`config.mk`:
```
export PLATFORM = sky130hd
export DESIGN_NAME = wb_arbiter
export DESIGN_NICKNAME = d
export VERILOG_FILES = /design/src/rtl/wb_pkg.sv /design/src/rtl/wb_fifo.sv /design/src/rtl/wb_arbiter.sv
export SDC_FILE = /design/constraint.sdc
export NUM_CORES = 1
export LEC_CHECK = 0
export BUFFER_PORTS_ARGS = -buffer_cell sky130_fd_sc_hd__buf_2
export CORE_UTILIZATION = 50
export CTS_CLUSTER_DIAMETER = 80
export DETAILED_ROUTE_END_ITERATION = 7
export PLACE_DENSITY = 0.76
export SYNTH_ARGS = -nofsm -noshare
export SYNTH_HDL_FRONTEND = slang
export SYNTH_SLANG_ARGS = --single-unit
```
`constraint.sdc`:
```
create_clock -name clk -period 2.2 [get_ports clk]
set_input_delay 0.11 -clock clk [delete_from_list [all_inputs] [get_ports clk]]
set_output_delay 0.11 -clock clk [all_outputs]
set_load 0.05 [all_outputs]
```
`src/rtl/wb_pkg.sv`:
```
// Shared types for the register-file writeback arbiter: register address, data word and buffered result entry.
package wb_pkg;

    typedef logic [4:0]  reg_addr_t;
    typedef logic [31:0] word_t;

    typedef struct packed {
        reg_addr_t rd;
        word_t     wd;
    } wb_entry_t;

    localparam reg_addr_t REG_X0   = 5'd0;
    localparam int        NUM_REGS = 32;

    function automatic logic [NUM_REGS-1:0] reg_onehot(input reg_addr_t a);
        return {{(NUM_REGS-1){1'b0}}, 1'b1} << a;
    endfunction

endpackage

```
`src/rtl/wb_fifo.sv`:
```
// Synchronous FIFO of writeback entries; a push is visible at head the next cycle.
// Backpressure: push is ignored while full, pop is ignored while empty.
module wb_fifo
    import wb_pkg::*;
#(
    parameter int DEPTH = 4
) (
    input  logic      clk,
    input  logic      rst,
    input  logic      push,
    input  wb_entry_t push_dat,
    input  logic      pop,
    output wb_entry_t head,
    output logic      full,
    output logic      empty
);

    localparam int PTR_W = (DEPTH > 1) ? $clog2(DEPTH) : 1;
    localparam logic [PTR_W:0] FULL_CNT = (PTR_W + 1)'(DEPTH);

    logic [PTR_W-1:0] wr_ptr;
    logic [PTR_W-1:0] rd_ptr;
    logic [PTR_W:0]   count;
    wb_entry_t        mem [DEPTH];
    logic             do_push;
    logic             do_pop;

    assign do_push = push && !full;
    assign do_pop  = pop && !empty;
    assign full    = (count == FULL_CNT);
    assign empty   = (count == '0);
    assign head    = mem[rd_ptr];

    // DEPTH is a power of two, so pointers wrap by plain overflow.
    always_ff @(posedge clk) begin
        if (rst) begin
            wr_ptr <= '0;
            rd_ptr <= '0;
            count  <= '0;
        end else begin
            if (do_push) wr_ptr <= wr_ptr + 1'b1;
            if (do_pop)  rd_ptr <= rd_ptr + 1'b1;
            case ({do_push, do_pop})
                2'b10:   count <= count + 1'b1;
                2'b01:   count <= count - 1'b1;
                default: count <= count;
            endcase
        end
    end

    always_ff @(posedge clk) begin
        if (do_push) mem[wr_ptr] <= push_dat;
    end

endmodule

```
`src/rtl/wb_arbiter.sv`:
```
// Shares the register-file write port: primary wins combinationally, buffered secondary results fill idle slots (>=1 cycle).
// Backpressure: s_ready drops when the FIFO is full; iss_ready drops on a busy rd. WB_CONFLICT_CNT_EN adds conflict_cnt.
module wb_arbiter
    import wb_pkg::*;
#(
    parameter int FIFO_DEPTH = 4,
    parameter int CNT_W      = 16
) (
    input  logic        clk,
    input  logic        rst,
    input  logic        p_we,
    input  logic [4:0]  p_rd,
    input  logic [31:0] p_wd,
    input  logic        iss_valid,
    input  logic [4:0]  iss_rd,
    output logic        iss_ready,
    input  logic        s_valid,
    input  logic [4:0]  s_rd,
    input  logic [31:0] s_wd,
    output logic        s_ready,
    input  logic [4:0]  rs1,
    input  logic [4:0]  rs2,
    output logic        hz_stall,
    output logic        wb_we,
    output logic [4:0]  wb_ad,
    output logic [31:0] wb_wd,
    output logic [31:0] busy_vec
`ifdef WB_CONFLICT_CNT_EN
    ,
    output logic [CNT_W-1:0] conflict_cnt
`endif
);

    logic [NUM_REGS-1:0] busy;
    logic [NUM_REGS-1:0] busy_nxt;
    wb_entry_t           push_dat;
    wb_entry_t           head;
    logic                fifo_full;
    logic                fifo_empty;
    logic                p_win;
    logic                push;
    logic                pop;
    logic                iss_set;

    // A primary write to x0 is a no-op and must not steal the slot.
    assign p_win    = p_we && (p_rd != REG_X0);
    assign pop      = !rst && !p_win && !fifo_empty;
    assign push     = s_valid && s_ready && (s_rd != REG_X0);
    assign iss_set  = iss_valid && iss_ready && (iss_rd != REG_X0);
    assign push_dat = '{rd: s_rd, wd: s_wd};

    wb_fifo #(
        .DEPTH(FIFO_DEPTH)
    ) u_fifo (
        .clk      (clk),
        .rst      (rst),
        .push     (push),
        .push_dat (push_dat),
        .pop      (pop),
        .head     (head),
        .full     (fifo_full),
        .empty    (fifo_empty)
    );

    always_comb begin
        wb_we = 1'b0;
        wb_ad = REG_X0;
        wb_wd = '0;
        if (!rst) begin
            if (p_win) begin
                wb_we = 1'b1;
                wb_ad = p_rd;
                wb_wd = p_wd;
            end else if (!fifo_empty) begin
                wb_we = 1'b1;
                wb_ad = head.rd;
                wb_wd = head.wd;
            end
        end
    end

    always_comb begin
        s_ready   = !rst && !fifo_full;
        iss_ready = !rst && ((iss_rd == REG_X0) || !busy[iss_rd]);
        hz_stall  = ((rs1 != REG_X0) && busy[rs1]) || ((rs2 != REG_X0) && busy[rs2]);
        busy_vec  = busy;
    end

    // Set is applied after clear so a same-cycle collision leaves the bit set.
    always_comb begin
        busy_nxt = busy;
        if (pop)     busy_nxt = busy_nxt & ~reg_onehot(head.rd);
        if (iss_set) busy_nxt = busy_nxt | reg_onehot(iss_rd);
    end

    always_ff @(posedge clk) begin
        if (rst) busy <= '0;
        else     busy <= busy_nxt;
    end

`ifdef WB_CONFLICT_CNT_EN
    always_ff @(posedge clk) begin
        if (rst)
            conflict_cnt <= '0;
        else if (p_win && !fifo_empty && (conflict_cnt != {CNT_W{1'b1}}))
            conflict_cnt <= conflict_cnt + 1'b1;
    end
`endif

`ifndef SYNTHESIS
    always_ff @(posedge clk) begin
        if (!rst) begin
            assert (FIFO_DEPTH >= 2 && (FIFO_DEPTH & (FIFO_DEPTH - 1)) == 0 && CNT_W >= 1)
                else $error("wb_arbiter: bad parameters FIFO_DEPTH=%0d CNT_W=%0d", FIFO_DEPTH, CNT_W);
            assert (!(iss_valid && !iss_ready))
                else $error("wb_arbiter: issue to busy rd %0d", iss_rd);
            assert (!(s_valid && (s_rd != REG_X0) && !busy[s_rd]))
                else $error("wb_arbiter: secondary result for idle rd %0d", s_rd);
            assert (!(p_win && busy[p_rd]))
                else $error("wb_arbiter: primary WAW on busy rd %0d", p_rd);
        end
    end
`endif

endmodule
```
Word level (Yosys, flattened, before mapping)
Memory sizes are Yosys's and may differ from the RTL's. A register that Yosys moved wholly into a read port is not among the register bits.
Cells that the tools add are included.

storage, ports and cells
  output and inout bits = 73
  register bits = 39
  RAM bits = 148
  memories = 1
  input bits = 94

cells by class
  $lt $le $gt $ge = 3
  bitwise logic cells = 3
  shift-type cells = 2
  equal/unequal tests = 3
  multiplexer cells = 22
  add/subtract/negate cells = 4
  reduce and logical (&&, ||, !) cells = 28

memories
  name        words  width  read ports  clocked after Yosys merged registers in  wr ports  line           source
  u_fifo.mem  4      37     1           1                                        1         wb_fifo.sv:24  wb_entry_t mem [DEPTH];

operators with widths
  operator                number
  $mux W32                5
  $shl A1 B5 Y32 const A  2
  $and A32 B32 Y32        1
  $not A32 Y32            1
  $or A32 B32 Y32         1
  $reduce_bool A5 Y1      5
  $lt A5 B6 Y1 const B    3
  $bmux W1 S5             3
  $mux W5                 3
  $logic_and A1 B1 Y1     13
  $mux W1                 8
  $pmux W3 S2             1
  $logic_not A1 Y1        5
  $logic_not A5 Y1        1
  $add A2 B1 Y2 const B   2
  $mux W2                 2
  $add A3 B1 Y3 const B   1
  $eq A3 B3 Y1 const B    1
  $logic_not A3 Y1        1
  $sub A3 B1 Y3 const B   1
  $eq A2 B1 Y1 const B    1
  $eq A2 B2 Y1 const B    1
  $logic_or A1 B1 Y1      2
  $reduce_bool A2 Y1      1

Depth between registers and ports, before layout
Gate-level depths: netlist of the first run.

  word-level depth = 8
  gate-level depth with buffers = 10
  gate-level depth less buffers = 9

Hierarchy
From an unflattened synthesis of the first run, not the netlist that was laid out.

second synthesis, totals
  cell total of the unflattened synthesis = 547
  area total of the unflattened synthesis = 8,564.5 µm²

by module, submodules not included
  module      area each (µm²)  cells an instance  times used
  wb_fifo     5,866.9          247                1
  wb_arbiter  2,697.6          300                1

Worst setup path after synthesis of the first run
OpenSTA, ideal clock, no wires.

  path kind = reg2reg
  start = register u_fifo.count[0]
  end = memory u_fifo.mem[0][0] (netlist bit) (enable)
  clock period less this slack = 3,046 ps
  required time = 1,802 ps
  arrival = 2,648 ps
  buffers on the path = 0
  cell stages (with the launch flop) = 5
  slack = -846 ps
  cells stage by stage = dfxtp_1 > nor2_1 > a21oi_1 > o311a_1 > and2_1

between the ends
  longest elaborated chain between the ends = 8

RTL lines
  what                               line              source
  from (decl)                        wb_fifo.sv:23     logic [PTR_W:0] count;
  from (signal assigned)             wb_fifo.sv:44     2'b10: count <= count + 1'b1;
  from (signal assigned)             wb_fifo.sv:45     2'b01: count <= count - 1'b1;
  from (signal assigned)             wb_fifo.sv:46     default: count <= count;
  $eq A3 B3 Y1                       wb_fifo.sv:30     assign full = (count == FULL_CNT);
  $logic_not A1 Y1                   wb_arbiter.sv:83  s_ready = !rst && !fifo_full;
  $logic_and A1 B1 Y1                wb_arbiter.sv:83
  named net s_ready                  wb_arbiter.sv:20  output logic s_ready,
  $logic_and A1 B1 Y1 (2 in series)  wb_arbiter.sv:48  assign push = s_valid && s_ready && (s_rd != REG_X0);
  $logic_and A1 B1 Y1                wb_fifo.sv:28     assign do_push = push && !full;
  $mux W1                            wb_fifo.sv:52     if (do_push) mem[wr_ptr] <= push_dat;
  $mux W1 (not written as such)      wb_fifo.sv:52
  to (decl)                          wb_fifo.sv:24

The timed path passes the listed nets, and every way through them passes these cells.

Final worst setup path of the first run
  start = register busy[5] (netlist: busy_vec[5])
  end = output hz_stall

between the ends
  longest elaborated chain between the ends = 4
  elaborated cells between the ends (all ways) = 7
  those cells by class = mux (4); reduce/logical (3)

RTL lines
  what                           line              source
  from (decl)                    wb_arbiter.sv:34  logic [NUM_REGS-1:0] busy;
  from (signal assigned)         wb_arbiter.sv:98  else busy <= busy_nxt;
  $bmux W1 S5                    wb_arbiter.sv:85  hz_stall = ((rs1 != REG_X0) && busy[rs1]) || ((rs2 != REG_X0) && busy[rs2]);
  $mux W1 (not written as such)  wb_arbiter.sv:85
  $logic_and A1 B1 Y1            wb_arbiter.sv:85
  $logic_or A1 B1 Y1 *           wb_arbiter.sv:85
  to (decl)                      wb_arbiter.sv:23  output logic hz_stall,

Mark *: on every way between the ends. The rest lies on a longest branch, timed or not. The select of a mux whose other input is x is not followed.

==> results of run 1 <==
[worst paths after layout]
check                                      to  slack (ns)  cells past startpoint                   start
setup / recovery                     hz_stall       -0.24                      6  busy_vec[5]$_SDFF_PP0_
hold / removal    u_fifo.mem[2][35]$_DFFE_PP_         0.1                      1                 s_rd[3]
setup reg to reg       busy_vec[4]$_SDFF_PP0_        0.06                      5               flip-flop
hold reg to reg        busy_vec[0]$_SDFF_PP0_        0.50                      2  busy_vec[0]$_SDFF_PP0_
[worst reg2reg max path, cell delays in order (launching register included)]
cell	delay, ns
dfxtp_4	0.40
buf_4	0.16
mux4_2	0.62
nor3b_2	0.46
nand2_1	0.13
a32o_1	0.28
[per-stage QoR]
stage	cell area, µm²	setup TNS [ns]	power, W
floorplan	8520	-0.0284	0.00482
global placement	9720	0	0.00512
detailed placement	9720	0	0.00515
CTS	10800	-0.249	0.00801
global route	10900	-0.394	0.00831
finish	10900	-0.240	0.00804
[Yosys cell counts (4+ instances only)]
master / count
ha_1: 5
o21ai_0: 5
nor3_1: 7
buf_1: 4
mux4_2: 53
a32o_1: 31
clkbuf_1: 16
mux2i_1: 13
edfxtp_1: 148
inv_1: 9
nor2_1: 23
and2_1: 4
dfxtp_1: 41
mux2_2: 5
nand3_1: 5
a22o_1: 35
xnor2_1: 4
nor2b_1: 7
a21oi_1: 8
nand2_1: 45
buf_2: 13
[layer usage]
metal,GRT usage (%),up-vias,routed length [µm],part of all wire (%)
met5,0,-,0,0
met4,8.59,0,424,2.1
met3,4.04,40,1150,5.6
met2,42.1,273,10500,52
met1,30.7,3014,8290,41
li1,-,2627,-,-
[cell type report]
| cell class | instances | area (µm²) | share of cell area, % |
|---|---|---|---|
| well taps | 220 | 275 | 2.52 |
| inverters | 10 | 37.5 | 0.343 |
| clock buffers | 23 | 479 | 4.38 |
| clock inverters | 9 | 60.1 | 0.549 |
| repair buffers | 239 | 1660 | 15.2 |
| flip-flops and latches | 189 | 5300 | 48.4 |
| multi-input cells | 299 | 3130 | 28.6 |
[flip-flops by register name, summed over array words and instances, names as in the netlist, named ones only]
signal / count
u_fifo.rd_ptr: 2
u_fifo.wr_ptr: 2
u_fifo.mem: 148
busy_vec: 32
u_fifo.count: 3
[repair_timing]
action / 4_1_cts / 5_1_grt
hold buffers: 37 / 0
cloned: 1 / 1
setup buffers: 1 / 8
resized for setup: 35 / 29
setup endpoints to repair: 38 / 49
endpoints found under the hold margin: 148 / 0
pin swaps: 2 / 8
[cells by family after synthesis]
family / synth area share [%]
compound gates: 9.85
xor+xnor: 0.518
fa+ha+maj: 0.977
buf+inv: 2.10
flops: 62.3
mux: 16.3
simple gates: 7.92
[report_power, final]
group	switching (W)	internal, W
Sequential	0.0000443	0.00394
Combinational	0.000733	0.000529
Clock	0.00126	0.00154
Total	0.00203	0.00601
==> results.yml, run 1 <==
setup_path:
  timing.critical_path.slowest_cell_delay_ns: 0.49
  path_cells: "mux4_2 > mux2_4 > nand3b_1 > o21ai_1 > or4_4 > buf_8"
  type_of_the_setup_path_with_the_least_slack: "reg -> out"
  crit_buf_inv: 1
  worst_setup_path_end_kind: "primary output"
  crit_slowest_cell: "or4_4"
  critPathLaunchType: "flip-flop"
  critical_path_arrival_ns: 2.33
  cp_max_fo: 5
  critical_path.top_delay_family: "multiplexers"
  required_ns: 2.09
detailed_routing:
  drc: 0
  wl_mm: 20.4
  via_to_cell_ratio: 6.02
  drt_first_pass_iters: 5
  postRouteAntennaNets: 0
  routedWlPerCell_um: 20.6
  vias: 5954
  drt_iter0_markers: 590
yosys:
  synth_area_leader_cell: "edfxtp_1"
  synth_edf_count: 148
  ys.flop_type: "edfxtp_1"
  yosys.cell_types.count: 56
  syn_inst: 531
  ys_warn_count: 0
  async_reset_ff_share_pct: 0
  syn_nets: 631
  netlist_top_cells_area: "edfxtp_1 53%, mux4_2 14%, dfxtp_1 9.7%, a32o_1 3.7%, a22o_1 3.6%"
  avg_cell_area_syn_um2: 15.9
  synth_area_um2: 8450
  synth_top_area_share_pct: 52.6
  ys_ff_latch: 189
  synth_seq_area_share_pct: 62.3
outcome:
  violations: "setup timing"
  status: "finished with violations"
timing:
  finalSetupViolCount: 1
  hold_violations: 0
  slew_headroom_pct: 32.2
  fin_worst_skew_ns: 0.00993
  max_slew.worst_pin.slew_ns: 1.02
  min_period_over_period_pct: 111
  grt_setup_unrepaired: "true"
  timing.fmax_ghz: 0.410
  finalMaxSlewViolations: 0
  postLayoutSetupSlackWorst_ns: -0.240
  whs_ns: 0.0994
  final_critical_delay_including_setup_and_external_delays_ns: 2.44
cts:
  clock-sinks: 189
  clock_insertion_delay_worst_skew_ns: 0.42
  cts.path.max_buffers: 2
  clk_root_buffer_cell: "clkbuf_16"
  clock_tree_from_tritoncts: "yes"
  clk_pin_slew_worst_paths_ns: 0.07
  numCtsBuffers: 17
  max_h_tree_level: 4
power_and_ir_drop:
  powerDensity_nw_per_um2: 735
  p_leak_nw: 4.06
  irDropWorstVdd_mv: 0.653
final_layout:
  final_cell_mix: "148 x buf_2, 148 x edfxtp_1, 53 x mux4_2"
  fillerInstances: 1109
  finished_layout_cells: 989
  design.final.nets: 856
  insertedDiodeCount: 0
  final_layout_size_suffix_gt1_share_pct: 43.8
  areaGrowthSynthToFinish_pct: 29.4
  layout.core_utilization_pct: 66.2
die:
  die_outline_area_um2: 17400
  initial_core_util_pct: 51.1
  fp-row-count: 47
  fp.dieH_um: 132
  die_w_um: 132
  io-pin-count: 167
  core_area_um2: 16500
global_route:
  grt_antenna_before_repair: 0
  global_route.overflow_total: 0
  grt_pass1_wl_mm: 32.2
  grt_max_degree: 38
  grtUsageTotal_pct: 24.2
  grt_pass1_vias: 5957
placement:
  finalWeightedCongestion: 0.984
  placed_cells: 912
  hpwlAfterDp_mm: 13.6
  place_worst_setup_slack_ns: 0.0260
  io_buffers: 166
min_path:
  worst_hold_path_type: "in -> reg"
flow_run:
  max-cap-violations: 0
Note: power is estimated with default switching activity, not from simulation.
==> run 2: changes to the inputs <==
--- a/config.mk
+++ b/config.mk
@@ -5,6 +5,7 @@
 export SDC_FILE = /design/constraint.sdc
 export NUM_CORES = 1
 export LEC_CHECK = 0
+export ABC_AREA = 1
 export BUFFER_PORTS_ARGS = -buffer_cell sky130_fd_sc_hd__buf_2
 export CORE_UTILIZATION = 50
 export CTS_CLUSTER_DIAMETER = 80
==> run 2 against run 1 <==
Compared with the run above: the run now ends clean; critical endpoint is now wb_ad[2]; sequential cell count is the same; clock skew shrank 0.0017 ns; critical path depth is the same; first-iteration DRC count grew 51%; largest power group unchanged; global-route usage grew 2.6 points.
==> results.yml, run 2 <==
outcome:
  status: "complete, no violations"
die:
  initial_core_util_pct: 51.2
  fp.dieH_um: 135
  die_w_um: 135
  io-pin-count: 167
  core_area_um2: 17300
  die_outline_area_um2: 18200
  fp-row-count: 48
final_layout:
  regArea_um2: 5270
  final_cell_mix: "162 x buf_2, 148 x edfxtp_1, 131 x o21ai_0"
  largest-register: "u_fifo.mem"
  design.final.nets: 1181
  areaGrowthSynthToFinish_pct: 24.6
  multi_input_logic_area_um2: 3230
  final_layout_size_suffix_gt1_share_pct: 24.4
  fillerInstances: 1360
  most_common_cell_after_layout_fill_and_taps_aside: "buf_2"
  largest_reg_flops: 148
global_route:
  global_route.overflow_total: 0
  grt_pass1_wl_mm: 37.0
  grt_util_met1_pct: 33.9
  grt_antenna_before_repair: 1
  grt_max_degree: 44
  grt_pass1_vias: 7179
  grtUsageTotal_pct: 26.8
  grt_util_met3_pct: 5.48
  grt_most_used_layer: "met2"
  grt_util_met2_pct: 45.0
setup_path:
  critical_path_arrival_ns: 2.04
  critical_path.top_delay_family: "compound AO/OA/AOI/OAI gates"
  timing.critical_path.slowest_cell_delay_ns: 0.42
  timing.rr.start: "u_fifo.count[0]$_SDFFE_PP0P_"
  type_of_the_setup_path_with_the_least_slack: "reg -> out"
  cp_max_fo: 37
  path_cells: "buf_12 > a21oi_1 > a32oi_4 > inv_2 > o21ai_1 > buf_4"
  critPathLaunchType: "flip-flop"
  worstRegToRegCells: 11
  required_ns: 2.09
  crit_buf_inv: 3
  worst_setup_path_end_kind: "primary output"
  crit_slowest_cell: "dfxtp_2"
  critical_path_cell_count: 6
timing:
  fin_worst_skew_ns: 0.00825
  max_slew.worst_pin.slew_ns: 0.739
  finalMaxSlewViolations: 0
  grt_setup_unrepaired: "true"
  timing.fmax_ghz: 0.466
  hold_violations: 0
  postLayoutSetupSlackWorst_ns: 0.0538
  final_critical_delay_including_setup_and_external_delays_ns: 2.15
  min_period_over_period_pct: 97.6
  whs_ns: 0.156
  finalSetupViolCount: 0
  slew_headroom_pct: 50.7
  tns_ns: 0
yosys:
  syn_nets: 991
  synthTopCellsByCount: "148 x edfxtp_1, 134 x o21ai_0, 118 x nand2_1"
  synth_top_area_share_pct: 50.2
  synth_edf_count: 148
  synth_area_leader_cell: "edfxtp_1"
  synth_area_um2: 8850
  yosys.cell_types.count: 41
  ys_ff_latch: 189
  ys_warn_count: 0
  netlist_top_cells_area: "edfxtp_1 50%, dfxtp_1 9.3%, o21ai_0 7.6%, nand2_1 5.0%, nor2_1 4.6%"
  avg_cell_area_syn_um2: 9.94
  synth_seq_area_share_pct: 59.5
  post-synth-top-count-cell: "edfxtp_1"
  ys.flop_type: "edfxtp_1"
  syn_inst: 891
  async_reset_ff_share_pct: 0
placement:
  finalWeightedCongestion: 0.937
  place_worst_setup_slack_ns: 0.0344
  hpwlAfterDp_mm: 15.3
  io_buffers: 166
cts:
  clock_insertion_delay_worst_skew_ns: 0.43
  numCtsBuffers: 17
  clock_tree_from_tritoncts: "yes"
  clock-sinks: 189
  clk_pin_slew_worst_paths_ns: 0.07
  clk_root_buffer_cell: "clkbuf_16"
  cts.path.max_buffers: 2
  max_h_tree_level: 4
detailed_routing:
  postRouteAntennaNets: 0
  drc: 0
  drt_first_pass_iters: 6
  wl_mm: 24.4
  vias: 7808
  routedWlPerCell_um: 18.5
  via_to_cell_ratio: 5.92
  drt_iter0_markers: 893
min_path:
  min_from: "iss_rd[4]"
  worst_hold_path_type: "in -> reg"
  worst_hold_path.num_cells: 3
power_and_ir_drop:
  p_leak_nw: 4.16
  powerDensity_nw_per_um2: 756
  irDropWorstVdd_mv: 0.618
flow_run:
  max-cap-violations: 0
run 2: cell count changes after synthesis, moves of 13 or more:
| cell | change |
|---|---|
| mux2i_1 | -13 |
| o22ai_1 | +41 |
| mux4_2 | -53 |
| nand4_1 | +34 |
| nand2_1 | +73 |
| a22o_1 | -35 |
| inv_1 | +18 |
| a21oi_1 | +45 |
| nor2_1 | +86 |
| o21ai_0 | +129 |
| nand3_1 | +15 |
| clkbuf_1 | +21 |
run 2: kinds of logic after synthesis:
kind of cell | synth area share [%]
flops | 59.5
fa+ha+maj | 0.933
compound gates | 19.3
buf+inv | 5.36
simple gates | 14.9
xor+xnor | 0.0989
run 2: area by class of cell:
type	count	share of cell area, %
multi-input cells	601	29.3
inverters	38	1.39
repair buffers	234	13.8
well taps	225	2.55
clock buffers	20	4.23
flip-flops and latches	189	47.8
clock inverters	12	0.907
diodes	1	0.0227
run 2: where the power goes:
group	switching (W)	leakage, nW	internal [W]
Sequential	0.0000465	1.68	0.00394
Combinational	0.000987	2.21	0.000453
Clock	0.00135	0.271	0.00156
Total	0.00238	4.16	0.00596
run 2: through the flow:
stage	cells	utilization, %	total power, W	instance area [µm²]
2_1_floorplan	891	-	0.00498	8920
3_3_place_gp	1243	57.5	0.00535	9950
3_5_place_dp	1243	57.5	0.00537	9950
4_1_cts	1314	63.3	0.00830	11000
5_1_grt	1319	63.8	0.00863	11000
6_report	1320	63.8	0.00834	11000
run 2: repair_timing:
action / CTS / global route
resized for setup: 6 / 11
pin swaps: 1 / 5
hold buffers: 37 / 0
endpoints found under the setup margin: 23 / 47
hold endpoints to repair: 148 / 0
buffers inserted: 1 / 3
gates cloned: 1 / 2
run 2: worst reg2reg max path, delay by kind of cell, from the launching register on:
family / cells / cell delay (ns)
adder cells (fa/ha/maj): 2 / 0.55
AO/OA/AOI/OAI: 4 / 0.49
flip-flops: 1 / 0.38
AND/OR/NAND/NOR: 3 / 0.30
buffers and inverters: 2 / 0.19
run 2: metal layers:
layer,up-vias,part of all wire (%)
met5,-,0
met4,0,2.7
met3,47,8.9
met2,408,49
met1,3695,40
li1,3658,-
run 2: path summary, 6_finish.rpt:
| path | endpoint | slack, ns |
|---|---|---|
| min | busy_vec[16]$_SDFF_PP0_ | 0.16 |
| max reg2reg | u_fifo.count[2]$_SDFFE_PP0P_ | 0.17 |
| min reg2reg | flip-flop | 0.48 |
| max | wb_ad[2] | 0.05 |
==> run 3: changes to the inputs <==
--- a/config.mk
+++ b/config.mk
@@ -7,10 +7,12 @@
 export LEC_CHECK = 0
 export ABC_AREA = 1
 export BUFFER_PORTS_ARGS = -buffer_cell sky130_fd_sc_hd__buf_2
+export CORE_MARGIN = 2
 export CORE_UTILIZATION = 50
 export CTS_CLUSTER_DIAMETER = 80
 export DETAILED_ROUTE_END_ITERATION = 7
 export PLACE_DENSITY = 0.76
+export RECOVER_POWER = 100
 export SYNTH_ARGS = -nofsm -noshare
 export SYNTH_HDL_FRONTEND = slang
 export SYNTH_SLANG_ARGS = --single-unit
==> run 3 against run 2 <==
Compared with the run above: register-to-register slack hardly changed; sequential power hardly changed; cell count is 0.53% higher; sequential share of layout area is 0.12 points higher; first-iteration DRC count is 12% higher; critical endpoint is now wb_wd[1]; largest power group unchanged; non-clock buffer count is 9 higher; combinational power hardly changed; clock skew hardly changed; critical path type unchanged; highest routed layer unchanged; die area is 3.0% higher; clock power is 7.2% lower.
==> results.yml, run 3 (same netlist as run 2, synthesis figures left out) <==
outcome:
  status: "complete, no violations"
cts:
  clk_pin_slew_worst_paths_ns: 0.07
  clock-sinks: 189
  clock_insertion_delay_worst_skew_ns: 0.43
  cts.path.max_buffers: 2
  clk_root_buffer_cell: "clkbuf_16"
  max_h_tree_level: 4
  post-cts-setup-buffers: 0
  clock_tree_from_tritoncts: "yes"
  numCtsBuffers: 17
global_route:
  grt_max_degree: 47
  global_route.overflow_total: 0
  grt_antenna_before_repair: 0
  grt_pass1_wl_mm: 37.4
  grtUsageTotal_pct: 26.3
  grt_pass1_vias: 7067
detailed_routing:
  vias: 7830
  via_to_cell_ratio: 5.90
  drt_iter0_markers: 1001
  drt_first_pass_iters: 5
  postRouteAntennaNets: 0
  drc: 0
  wl_mm: 24.8
  routedWlPerCell_um: 18.7
power_and_ir_drop:
  p_leak_nw: 4.08
  powerDensity_nw_per_um2: 739
  irDropWorstVdd_mv: 0.598
  power_w: 0.00813
min_path:
  worst_hold_path_type: "in -> reg"
placement:
  hpwlAfterDp_mm: 15.9
  io_buffers: 166
  finalWeightedCongestion: 0.909
final_layout:
  areaGrowthSynthToFinish_pct: 24.3
  design.final.nets: 1189
  regArea_um2: 5270
  insertedDiodeCount: 0
  largest-register: "u_fifo.mem"
  largest_reg_flops: 148
  layout.core_utilization_pct: 63.6
  multi_input_logic_area_um2: 3240
  most_common_cell_after_layout_fill_and_taps_aside: "edfxtp_1"
  final_cell_mix: "148 x edfxtp_1, 130 x o21ai_0, 124 x buf_2"
  fillerInstances: 1376
  final_layout_size_suffix_gt1_share_pct: 21.3
die:
  fp.dieH_um: 137
  io-pin-count: 167
  die_outline_area_um2: 18800
  fp-row-count: 48
  core_area_um2: 17300
  initial_core_util_pct: 51.2
  die_w_um: 137
setup_path:
  timing.critical_path.slowest_cell_delay_ns: 0.40
  crit_slowest_cell: "dfxtp_2"
  cp_max_fo: 23
  worst_setup_path_end_kind: "primary output"
  critical_path_arrival_ns: 2.02
  critPathLaunchType: "flip-flop"
  type_of_the_setup_path_with_the_least_slack: "reg -> out"
  required_ns: 2.09
  path_cells: "buf_8 > buf_6 > o21ai_0 > o22ai_1 > a32o_1 > buf_2"
timing:
  fin_worst_skew_ns: 0.00777
  max_slew.worst_pin.slew_ns: 0.681
  hold_violations: 0
  tns_ns: 0
  grt_setup_unrepaired: "true"
  finalSetupViolCount: 0
  min_period_over_period_pct: 96.7
  timing.fmax_ghz: 0.470
  final_critical_delay_including_setup_and_external_delays_ns: 2.13
  finalMaxSlewViolations: 0
  slew_headroom_pct: 54.5
flow_run:
  max-cap-violations: 0
## run 3: cell types whose count changed in the layout (fill, tap and decap cells not counted), sizes merged
cell / delta
buf: -27
bufbuf: -1
clkbuf: +35
clkinv: +8
clkinvlp: -1
diode: -1
inv: -5
nor2: -1
## run 3: power breakdown
part | internal, W | switching (W) | leakage (nW)
logic | 0.000451 | 0.000993 | 2.17
registers | 0.00394 | 0.0000481 | 1.68
clock network | 0.00142 | 0.00128 | 0.243
total | 0.00581 | 0.00232 | 4.08
## run 3: path summary, 6_finish.rpt
kind,cells after the start,slack [ns],from,to
setup reg to reg,11,0.18,u_fifo.count[1]$_SDFFE_PP0P_,u_fifo.count[2]$_SDFFE_PP0P_
hold / removal,4,0.13,s_valid,u_fifo.wr_ptr[0]$_SDFFE_PP0P_
hold reg to reg,2,0.46,u_fifo.rd_ptr[1]$_SDFFE_PP0P_,u_fifo.rd_ptr[1]$_SDFFE_PP0P_
setup / recovery,6,0.07,flip-flop,wb_wd[1]
## run 3: worst max-delay path: cells and delay by family, from the launching register on
family	cells	cell delay, ns
compound gates	3	0.52
flops	1	0.40
buf+inv	3	0.67
## run 3: area by class of cell
class	instances	area share [%]
Clock buffer	18	3.90
Clock inverter	14	0.716
Inverter	38	1.40
Multi-Input combinational cell	600	29.4
Sequential cell	189	47.9
Tap cell	225	2.56
Timing Repair Buffer	243	14.1
## run 3: repair_timing
item / 4_1_cts / 5_1_grt
hold endpoints to repair: 148 / 0
gates resized for setup: 6 / 23
setup endpoints to repair: 8 / 43
pin swaps: 0 / 3
gates cloned: 0 / 2
hold buffers: 37 / 0
## run 3: stage by stage
step	instances	hold WS, ns	area, µm²	worst slack, ns
2_1_floorplan	891	0.209	8920	0.00900
3_3_place_gp	1256	0.326	10000	0.0746
3_5_place_dp	1256	0.326	10000	0.0462
4_1_cts	1325	0.106	10900	0.000421
5_1_grt	1327	0.137	11000	-0.00558
6_report	1327	0.128	11000	0.0733
## run 3: layer usage
| metal | share of wire (%) | wire length (µm) | track usage [%] |
|---|---|---|---|
| met2 | 49 | 12000 | 42.5 |
| met5 | 0 | 0 | 0 |
| met4 | 2.0 | 505 | 8.13 |
| met1 | 40 | 9970 | 35.2 |
| met3 | 9.2 | 2270 | 6.37 |
